### src/rtl/led_flash_bank_if.sv
// ---------------------------------------------------------------------------
// led_flash_bank_if
//
// Groups the event inputs, the per-channel controls and the LED status outputs
// of led_flash_bank into one bundle. The clock and the reset stay plain ports
// on the module.
//
// Signals (NCH = number of channels):
//   event_i      [NCH-1:0]    per-channel single-cycle event strobes
//   mode_i       [2*NCH-1:0]  per-channel display mode, channel c at [2c+1:2c]
//                             (00 flash, 01 toggle, 10 level, 11 off)
//   lamp_test_i               forces every LED on while set
//   clear_i                   clears the sticky coalesced flags
//   led_o        [NCH-1:0]    registered LED drive
//   busy_o       [NCH-1:0]    flash state machine is not idle
//   coalesced_o  [NCH-1:0]    sticky: an event was merged into a pending flash
//
// Modports:
//   master - the event source / controller side (drives the inputs)
//   slave  - the led_flash_bank side (drives the LED and status outputs)
// ---------------------------------------------------------------------------
interface led_flash_bank_if #(
    parameter int NCH = 8
);
    logic [NCH-1:0]   event_i;
    logic [2*NCH-1:0] mode_i;
    logic             lamp_test_i;
    logic             clear_i;
    logic [NCH-1:0]   led_o;
    logic [NCH-1:0]   busy_o;
    logic [NCH-1:0]   coalesced_o;

    modport master (
        output event_i,
        output mode_i,
        output lamp_test_i,
        output clear_i,
        input  led_o,
        input  busy_o,
        input  coalesced_o
    );

    modport slave (
        input  event_i,
        input  mode_i,
        input  lamp_test_i,
        input  clear_i,
        output led_o,
        output busy_o,
        output coalesced_o
    );
endinterface : led_flash_bank_if

### src/rtl/led_flash_bank.sv
// ---------------------------------------------------------------------------
// led_flash_bank
//
// Multi-channel LED flasher. Each channel turns single-cycle events into a
// visible LED pulse with a programmable on-time and a minimum off-gap, or
// drives its LED in toggle, level or off mode. A burst of events during a
// flash yields at most one extra flash; any further event is merged and
// reported on the sticky coalesced flag. A global lamp test forces all LEDs
// on without disturbing the channel state.
//
// Parameters:
//   NCH         number of channels
//   ON_CYCLES   LED on-time per flash, clock cycles (>= 1)
//   GAP_CYCLES  minimum LED off-time after a flash, clock cycles (0 = no gap)
//   CNT_WIDTH   down-counter width, must hold max(ON_CYCLES, GAP_CYCLES)-1
//   HB_DIV      heartbeat divider exponent (heartbeat build only)
//
// Ports:
//   clock        system clock
//   reset_n      asynchronous active-low reset
//   bus          led_flash_bank_if.slave: event_i, mode_i, lamp_test_i,
//                clear_i in; led_o, busy_o, coalesced_o out
//   heartbeat_o  free-running heartbeat, toggles every 2^HB_DIV cycles
//                (present only when LED_FLASH_HEARTBEAT_EN is defined)
//
// Build option:
//   LED_FLASH_HEARTBEAT_EN  adds heartbeat_o and its HB_DIV-bit counter.
// ---------------------------------------------------------------------------
module led_flash_bank #(
    parameter int NCH        = 8,
    parameter int ON_CYCLES  = 4000000,
    parameter int GAP_CYCLES = 2000000,
    parameter int CNT_WIDTH  = 23,
    parameter int HB_DIV     = 21
) (
    input  logic            clock,
    input  logic            reset_n,
    led_flash_bank_if.slave bus
`ifdef LED_FLASH_HEARTBEAT_EN
    ,
    output logic            heartbeat_o
`endif
);

    // -----------------------------------------------------------------------
    // Elaboration-time parameter checks
    // -----------------------------------------------------------------------
    if (ON_CYCLES < 1) begin : g_chk_on
        $error("led_flash_bank: ON_CYCLES must be >= 1");
    end
    if (GAP_CYCLES < 0) begin : g_chk_gap
        $error("led_flash_bank: GAP_CYCLES must be >= 0");
    end
    if ((ON_CYCLES - 1) >= (1 << CNT_WIDTH) || (GAP_CYCLES - 1) >= (1 << CNT_WIDTH)) begin : g_chk_cnt
        $error("led_flash_bank: CNT_WIDTH too small for ON_CYCLES/GAP_CYCLES");
    end
    if (HB_DIV < 1) begin : g_chk_hb
        $error("led_flash_bank: HB_DIV must be >= 1");
    end

    // -----------------------------------------------------------------------
    // Constants
    // -----------------------------------------------------------------------
    localparam logic [1:0] MODE_FLASH  = 2'b00;
    localparam logic [1:0] MODE_TOGGLE = 2'b01;
    localparam logic [1:0] MODE_LEVEL  = 2'b10;

    // Counter load values: the counter runs load..0, so a phase lasts
    // exactly load+1 cycles.
    localparam logic [CNT_WIDTH-1:0] ON_LOAD  = CNT_WIDTH'(ON_CYCLES - 1);
    localparam logic [CNT_WIDTH-1:0] GAP_LOAD = CNT_WIDTH'((GAP_CYCLES > 0) ? GAP_CYCLES - 1 : 0);
    localparam logic [CNT_WIDTH-1:0] CNT_ONE  = CNT_WIDTH'(1);

    typedef enum logic [1:0] {
        S_IDLE = 2'b00,
        S_ON   = 2'b01,
        S_GAP  = 2'b10
    } state_t;

    logic [NCH-1:0] led_vec;
    logic [NCH-1:0] busy_vec;
    logic [NCH-1:0] coal_vec;

    // -----------------------------------------------------------------------
    // Per-channel logic. Channels share nothing but lamp_test_i and clear_i.
    // -----------------------------------------------------------------------
    genvar gi;
    generate
        for (gi = 0; gi < NCH; gi++) begin : g_ch
            state_t               state_q, state_d;
            logic [CNT_WIDTH-1:0] cnt_q, cnt_d;
            logic                 pend_q, pend_d;
            logic                 tog_q, tog_d;
            logic                 coal_q, coal_d;
            logic                 led_q, led_d;
            logic [1:0]           mode_q;
            logic [1:0]           mode_ch;
            logic                 ev;
            logic                 chg;
            logic                 coal_set;
            logic                 under_d;

            assign mode_ch = bus.mode_i[2*gi +: 2];
            assign ev      = bus.event_i[gi];
            // A cycle in which the requested mode differs from the one in
            // force is spent resetting the channel; the new mode acts from
            // the next cycle on.
            assign chg     = (mode_ch != mode_q);

            // ---------------------------------------------------------------
            // State register
            // ---------------------------------------------------------------
            always_ff @(posedge clock or negedge reset_n) begin
                if (!reset_n) begin
                    state_q <= S_IDLE;
                    cnt_q   <= '0;
                    pend_q  <= 1'b0;
                    tog_q   <= 1'b0;
                    coal_q  <= 1'b0;
                    led_q   <= 1'b0;
                    mode_q  <= MODE_FLASH;
                end else begin
                    state_q <= state_d;
                    cnt_q   <= cnt_d;
                    pend_q  <= pend_d;
                    tog_q   <= tog_d;
                    coal_q  <= coal_d;
                    led_q   <= led_d;
                    mode_q  <= mode_ch;
                end
            end

            // ---------------------------------------------------------------
            // Next-state logic
            // ---------------------------------------------------------------
            always_comb begin
                state_d  = state_q;
                cnt_d    = cnt_q;
                pend_d   = pend_q;
                tog_d    = tog_q;
                coal_set = 1'b0;

                if (chg) begin
                    state_d = S_IDLE;
                    cnt_d   = '0;
                    pend_d  = 1'b0;
                    tog_d   = 1'b0;
                end else if (mode_ch == MODE_FLASH) begin
                    case (state_q)
                        S_IDLE: begin
                            // pend can only be set here after an ON phase
                            // ended with no gap: the one idle cycle keeps the
                            // off boundary visible before the extra flash.
                            if (pend_q) begin
                                state_d  = S_ON;
                                cnt_d    = ON_LOAD;
                                pend_d   = 1'b0;
                                coal_set = ev;
                            end else if (ev) begin
                                state_d = S_ON;
                                cnt_d   = ON_LOAD;
                            end
                        end
                        S_ON: begin
                            if (cnt_q == '0) begin
                                if (GAP_CYCLES == 0) begin
                                    state_d = S_IDLE;
                                    cnt_d   = '0;
                                end else begin
                                    state_d = S_GAP;
                                    cnt_d   = GAP_LOAD;
                                end
                            end else begin
                                cnt_d = cnt_q - CNT_ONE;
                            end
                            if (ev) begin
                                if (pend_q) begin
                                    coal_set = 1'b1;
                                end else begin
                                    pend_d = 1'b1;
                                end
                            end
                        end
                        S_GAP: begin
                            if (cnt_q == '0) begin
                                // An event in the last gap cycle restarts the
                                // flash directly, just like a pending one.
                                if (pend_q || ev) begin
                                    state_d = S_ON;
                                    cnt_d   = ON_LOAD;
                                    pend_d  = 1'b0;
                                end else begin
                                    state_d = S_IDLE;
                                end
                                coal_set = ev & pend_q;
                            end else begin
                                cnt_d = cnt_q - CNT_ONE;
                                if (ev) begin
                                    if (pend_q) begin
                                        coal_set = 1'b1;
                                    end else begin
                                        pend_d = 1'b1;
                                    end
                                end
                            end
                        end
                        default: begin
                            state_d = S_IDLE;
                            cnt_d   = '0;
                            pend_d  = 1'b0;
                        end
                    endcase
                end else if (mode_ch == MODE_TOGGLE) begin
                    if (ev) begin
                        tog_d = ~tog_q;
                    end
                end

                // A merge in the same cycle as a clear keeps the flag set.
                if (coal_set) begin
                    coal_d = 1'b1;
                end else if (bus.clear_i) begin
                    coal_d = 1'b0;
                end else begin
                    coal_d = coal_q;
                end
            end

            // ---------------------------------------------------------------
            // Output logic: LED drive for the next cycle, derived from the
            // next state so the LED lights on the edge that samples the event.
            // ---------------------------------------------------------------
            always_comb begin
                under_d = 1'b0;
                if (!chg) begin
                    case (mode_ch)
                        MODE_FLASH:  under_d = (state_d == S_ON);
                        MODE_TOGGLE: under_d = tog_d;
                        MODE_LEVEL:  under_d = ev;
                        default:     under_d = 1'b0;
                    endcase
                end
                // Lamp test only overrides the drive; the channel state above
                // keeps running underneath.
                led_d = bus.lamp_test_i | under_d;
            end

            assign led_vec[gi]  = led_q;
            assign busy_vec[gi] = (state_q != S_IDLE);
            assign coal_vec[gi] = coal_q;
        end
    endgenerate

    assign bus.led_o       = led_vec;
    assign bus.busy_o      = busy_vec;
    assign bus.coalesced_o = coal_vec;

    // -----------------------------------------------------------------------
    // Optional heartbeat: free-running counter, output toggles on each wrap.
    // -----------------------------------------------------------------------
`ifdef LED_FLASH_HEARTBEAT_EN
    logic [HB_DIV-1:0] hb_cnt_q;
    logic              hb_q;

    always_ff @(posedge clock or negedge reset_n) begin
        if (!reset_n) begin
            hb_cnt_q <= '0;
            hb_q     <= 1'b0;
        end else begin
            hb_cnt_q <= hb_cnt_q + HB_DIV'(1);
            if (&hb_cnt_q) begin
                hb_q <= ~hb_q;
            end
        end
    end

    assign heartbeat_o = hb_q;
`endif

endmodule : led_flash_bank
### src/flat_wrapper.sv
// flat-port wrapper written by rule: the top's interface ports become plain ports
module led_flash_bank_flat 
#(
    parameter int NCH        = 8,
    parameter int ON_CYCLES  = 4000000,
    parameter int GAP_CYCLES = 2000000,
    parameter int CNT_WIDTH  = 23,
    parameter int HB_DIV     = 21
)
  (clock, reset_n, bus_event_i, bus_mode_i, bus_lamp_test_i, bus_clear_i, bus_led_o, bus_busy_o, bus_coalesced_o);
  led_flash_bank_if #(.NCH(NCH)) bus_i ();
  input  logic clock;
  input  logic reset_n;
  input wire logic [$bits(bus_i.event_i)-1:0] bus_event_i;
  input wire logic [$bits(bus_i.mode_i)-1:0] bus_mode_i;
  input wire logic [$bits(bus_i.lamp_test_i)-1:0] bus_lamp_test_i;
  input wire logic [$bits(bus_i.clear_i)-1:0] bus_clear_i;
  output wire logic [$bits(bus_i.led_o)-1:0] bus_led_o;
  output wire logic [$bits(bus_i.busy_o)-1:0] bus_busy_o;
  output wire logic [$bits(bus_i.coalesced_o)-1:0] bus_coalesced_o;
  assign bus_i.event_i = bus_event_i;
  assign bus_i.mode_i = bus_mode_i;
  assign bus_i.lamp_test_i = bus_lamp_test_i;
  assign bus_i.clear_i = bus_clear_i;
  assign bus_led_o = bus_i.led_o;
  assign bus_busy_o = bus_i.busy_o;
  assign bus_coalesced_o = bus_i.coalesced_o;
  led_flash_bank #(.NCH(NCH), .ON_CYCLES(ON_CYCLES), .GAP_CYCLES(GAP_CYCLES), .CNT_WIDTH(CNT_WIDTH), .HB_DIV(HB_DIV)) u_core (.clock(clock), .reset_n(reset_n), .bus(bus_i));
endmodule
### config.mk
export PLATFORM = sky130hd
export DESIGN_NAME = led_flash_bank_flat
export DESIGN_NICKNAME = d
export VERILOG_FILES = /design/src/rtl/led_flash_bank_if.sv /design/src/rtl/led_flash_bank.sv /design/src/flat_wrapper.sv
export SDC_FILE = /design/constraint.sdc
export NUM_CORES = 1
export LEC_CHECK = 0
export BUFFER_PORTS_ARGS = -buffer_cell sky130_fd_sc_hd__buf_2
export CORE_MARGIN = 5
export CORE_UTILIZATION = 35
export CTS_CLUSTER_DIAMETER = 50
export DETAILED_ROUTE_END_ITERATION = 8
export PLACE_DENSITY = 0.57
export SETUP_SLACK_MARGIN = 0.15
export SKIP_LAST_GASP = 1
export SLEW_MARGIN = 20
export SYNTH_ARGS = -nofsm -noshare
export SYNTH_HDL_FRONTEND = slang
export SYNTH_SLANG_ARGS = --single-unit
### constraint.sdc
create_clock -name clock -period 3.7 [get_ports clock]
set_input_delay 0.37 -clock clock [delete_from_list [all_inputs] [get_ports clock]]
set_output_delay 0.37 -clock clock [all_outputs]
set_load 0.02 [all_outputs]
==> metrics.txt <==
status finished clean; CP Buf/Inv Count 0; CP delay by family, top simple AND/OR/NAND/NOR gates; CORE AREA 45,100 um2; area occupied by multi-input gates 8930 um2; IO Port Bufs 51; clk slew on worst S/H paths 50 ps; PwrDens 476 nW/um2; P_sw 2.75 mW; top post-synthesis cells by area dfrtp_1 (39%), o21ai_0 (5.9%), nor2_1 (4.3%), a21oi_1 (4.0%), nand2_1 (4.0%); CP Data Arrival Time 3520 ps; # rows 78; number of synthesized flops with an enable pin 0; Chip Height 223 um; Slew @ Worst Pin 883 ps; Worst EP required 4120 ps; Startpoint Class flop; Detailed Place HPWL 29,900 um; die area 49,700 um2; sequential power share 0.338; Die X 223 um; post_cts resized 0; Post-Route WL 43,500 um; layout cells sized above 1 0.102; register area share after synthesis 0.391; Worst VDD drop 268 uV; vias in the first global route 14,592; antenna violations before repair 2; Min Clock Period, post-route 3100 ps; cell mode on critical path or3_1; final cycle utilization of the critical path 0.837; Worst Clk Skew 18.6 ps; Setup Buffers After CTS 0; Hold WS 26.2 ps; final setup TNS 0 ps; CTS sink count 248; share of the synthesized area in the top cell type 0.391; Syn Inst Count 1,921; count leader, synth dfrtp_1; GPL Wtd Cong 0.870; RSZ-0062 raised after global routing no; CTS tree built; clock network power share 0.446; drt wl/cell 16.8 um; Max Slew Vio Count 0; CTS root buf clkbuf_16; Synth Cell Area 15,900 um2; Post-route DRC 0; global-route wire length before repair 74,200 um; total area of sequential cells 6210 um2; CP max-delay cell or3_1; CP cell instances or4_1 > or3_1 > or3_1 > a211o_1 > a311o_1; Avg Inst Size Synth 8.26 um2; Num CTS Buffers 38; Iteration-0 DRC Markers 1,524; Warnings, synthesis 0; Internal 5.93 mW; synthesized flop and latch total 248; Post-synth top cells dfrtp_1 (248), o21ai_0 (188), nor2_1 (182); f_max 0.323 GHz; Final Hold Viols 0; Unique masters post-synth 75; CP peak stage delay 690 ps; post-route ant nets 0; Gate power share 0.217; cell accounting for the most synthesized area dfrtp_1; Max-Cap Viols 0; Initial DRT Pass Iterations 6; Crit. End Element flop; Initial Utilization 0.352; critical path class flop to flop; Slew HR 0.409; GRT Util Overall 0.173; pin count of the biggest net entering global routing 96; htree depth 2; worst-skew pair later-pin latency 550 ps; total global routing overflow 0; IO Pins 52; vias per cell 5.79; synthesized net count 1,989; Area growth syn-to-layout 14.9%; Vias 15,044; nets@finish 2,036; CTS max path bufs 3; Fillers 4,529; leakage 8.28 nW; HP Class input pin to flop; Top FF cell, synth dfrtp_1; crit path max fanout 17; Async S/R FF share, synth 1.00; sw frac 0.316; Final Setup Violations 0
==> per-stage QoR <==
step | util | setup slack [ps] | cells | power (mW) | instance area (um2)
6_report | 0.404 | 603 | 2597 | 8.68 | 18200
5_1_grt | 0.404 | 388 | 2597 | 9.14 | 18200
4_1_cts | 0.404 | 648 | 2596 | 8.78 | 18200
3_5_place_dp | 0.371 | 649 | 2514 | 4.81 | 16700
3_3_place_gp | 0.371 | 718 | 2514 | 4.80 | 16700
2_1_floorplan | - | 927 | 1921 | 4.30 | 15900
==> flip-flops by register name, summed over array words and instances, names as in the netlist <==
name / flops
u_core.g_ch.state_q: 16
u_core.g_ch.tog_q: 8
u_core.g_ch.coal_q: 8
u_core.g_ch.led_q: 8
u_core.g_ch.pend_q: 8
u_core.g_ch.cnt_q: 184
u_core.g_ch.mode_q: 16
==> routing by layer <==
metal	track usage	vias up	part of all wire
met5	0	-	0.00046
met4	0.0526	2	0.022
met3	0.0264	71	0.052
met2	0.277	412	0.46
met1	0.243	7293	0.47
li1	-	7266	-
==> kinds of logic (layout without fill, tap and decap cells) <==
family                     after synthesis  count (layout)  synth area share
AOI/OAI and AO/OA                      651             651             0.262
and+or+nand+nor                        757             757             0.240
other                                    0               1                 0
muxes                                    2               2           0.00134
adders and majority gates               40              40            0.0316
buffers and inverters                  172             247            0.0465
DFF                                    248             248             0.391
xor gates and xnor gates                51              51            0.0282
==> cells in the final DEF, fill, tap and decap left out, types with 11 or more instances in the layout <==
master,synthesis,routed
or4_1,27,27
a22o_1,15,15
inv_1,78,78
clkbuf_16,0,41
dlygate4sd3_1,0,14
xor2_1,35,35
o21ai_0,188,188
nand2_1,167,167
a211oi_1,22,22
buf_4,17,35
a21oi_1,126,126
nor2b_1,30,30
or2_2,33,33
o22ai_1,33,33
xnor2_1,16,16
and2_1,15,15
dfrtp_1,248,248
o211ai_1,12,12
o41ai_1,12,12
a21o_1,29,29
nor3_1,83,83
nand2b_1,11,11
nand3_1,68,68
o31ai_1,34,33
o2bb2ai_1,16,16
nor4_1,46,46
a31oi_1,64,64
buf_2,4,50
or3_1,33,33
ha_1,40,40
nor2_1,182,182
nand4_1,18,18
a32o_1,11,11
==> worst paths after layout <==
check                                             start                        to  slack, ps  cells past startpoint
worst max-delay path            u_core.g_ch[5].cnt_q[8]      u_core.g_ch[5].led_q        600                      5
worst min-delay path                      bus_mode_i[0]  u_core.g_ch[0].mode_q[0]         30                      1
worst max register to register  u_core.g_ch[5].cnt_q[8]      u_core.g_ch[5].led_q        600                      5
worst min register to register    u_core.g_ch[1].coal_q     u_core.g_ch[1].coal_q        480                      1
max in group asynchronous                       reset_n  u_core.g_ch[5].cnt_q[19]       2210                      3
min in group asynchronous                       reset_n   u_core.g_ch[2].cnt_q[0]        450                      2
==> worst register-to-register path: cells and delay by family (launching register included) <==
| family | cells | cell delay (ps) |
|---|---|---|
| DFF | 1 | 420 |
| AOI/OAI and AO/OA | 2 | 710 |
| and+or+nand+nor | 3 | 1840 |
==> power by group through the flow <==
stage,clock network [mW],registers (mW),logic [mW]
after global placement,0,2.97,1.83
final,3.87,2.93,1.88
after detailed placement,0,2.97,1.84
after CTS,3.99,2.93,1.86
after global routing,4.09,2.94,2.11
after floorplan,0,2.94,1.36
==> final cells by class <==
cell class | instances | share of cell area
clock buffer | 47 | 0.0592
clock inverter | 21 | 0.0156
sequential | 248 | 0.340
multi-input combinational | 1501 | 0.490
timing repair buffer | 101 | 0.0378
tap | 600 | 0.0412
inverter | 78 | 0.0161
antenna | 1 | 0.000137
==> repair_timing <==
item / in CTS / in global routing
hold endpoints to repair: 104 / 0
setup endpoints to repair: 0 / 0
hold buffers: 14 / 0
Power figures use the tool's default switching activity.
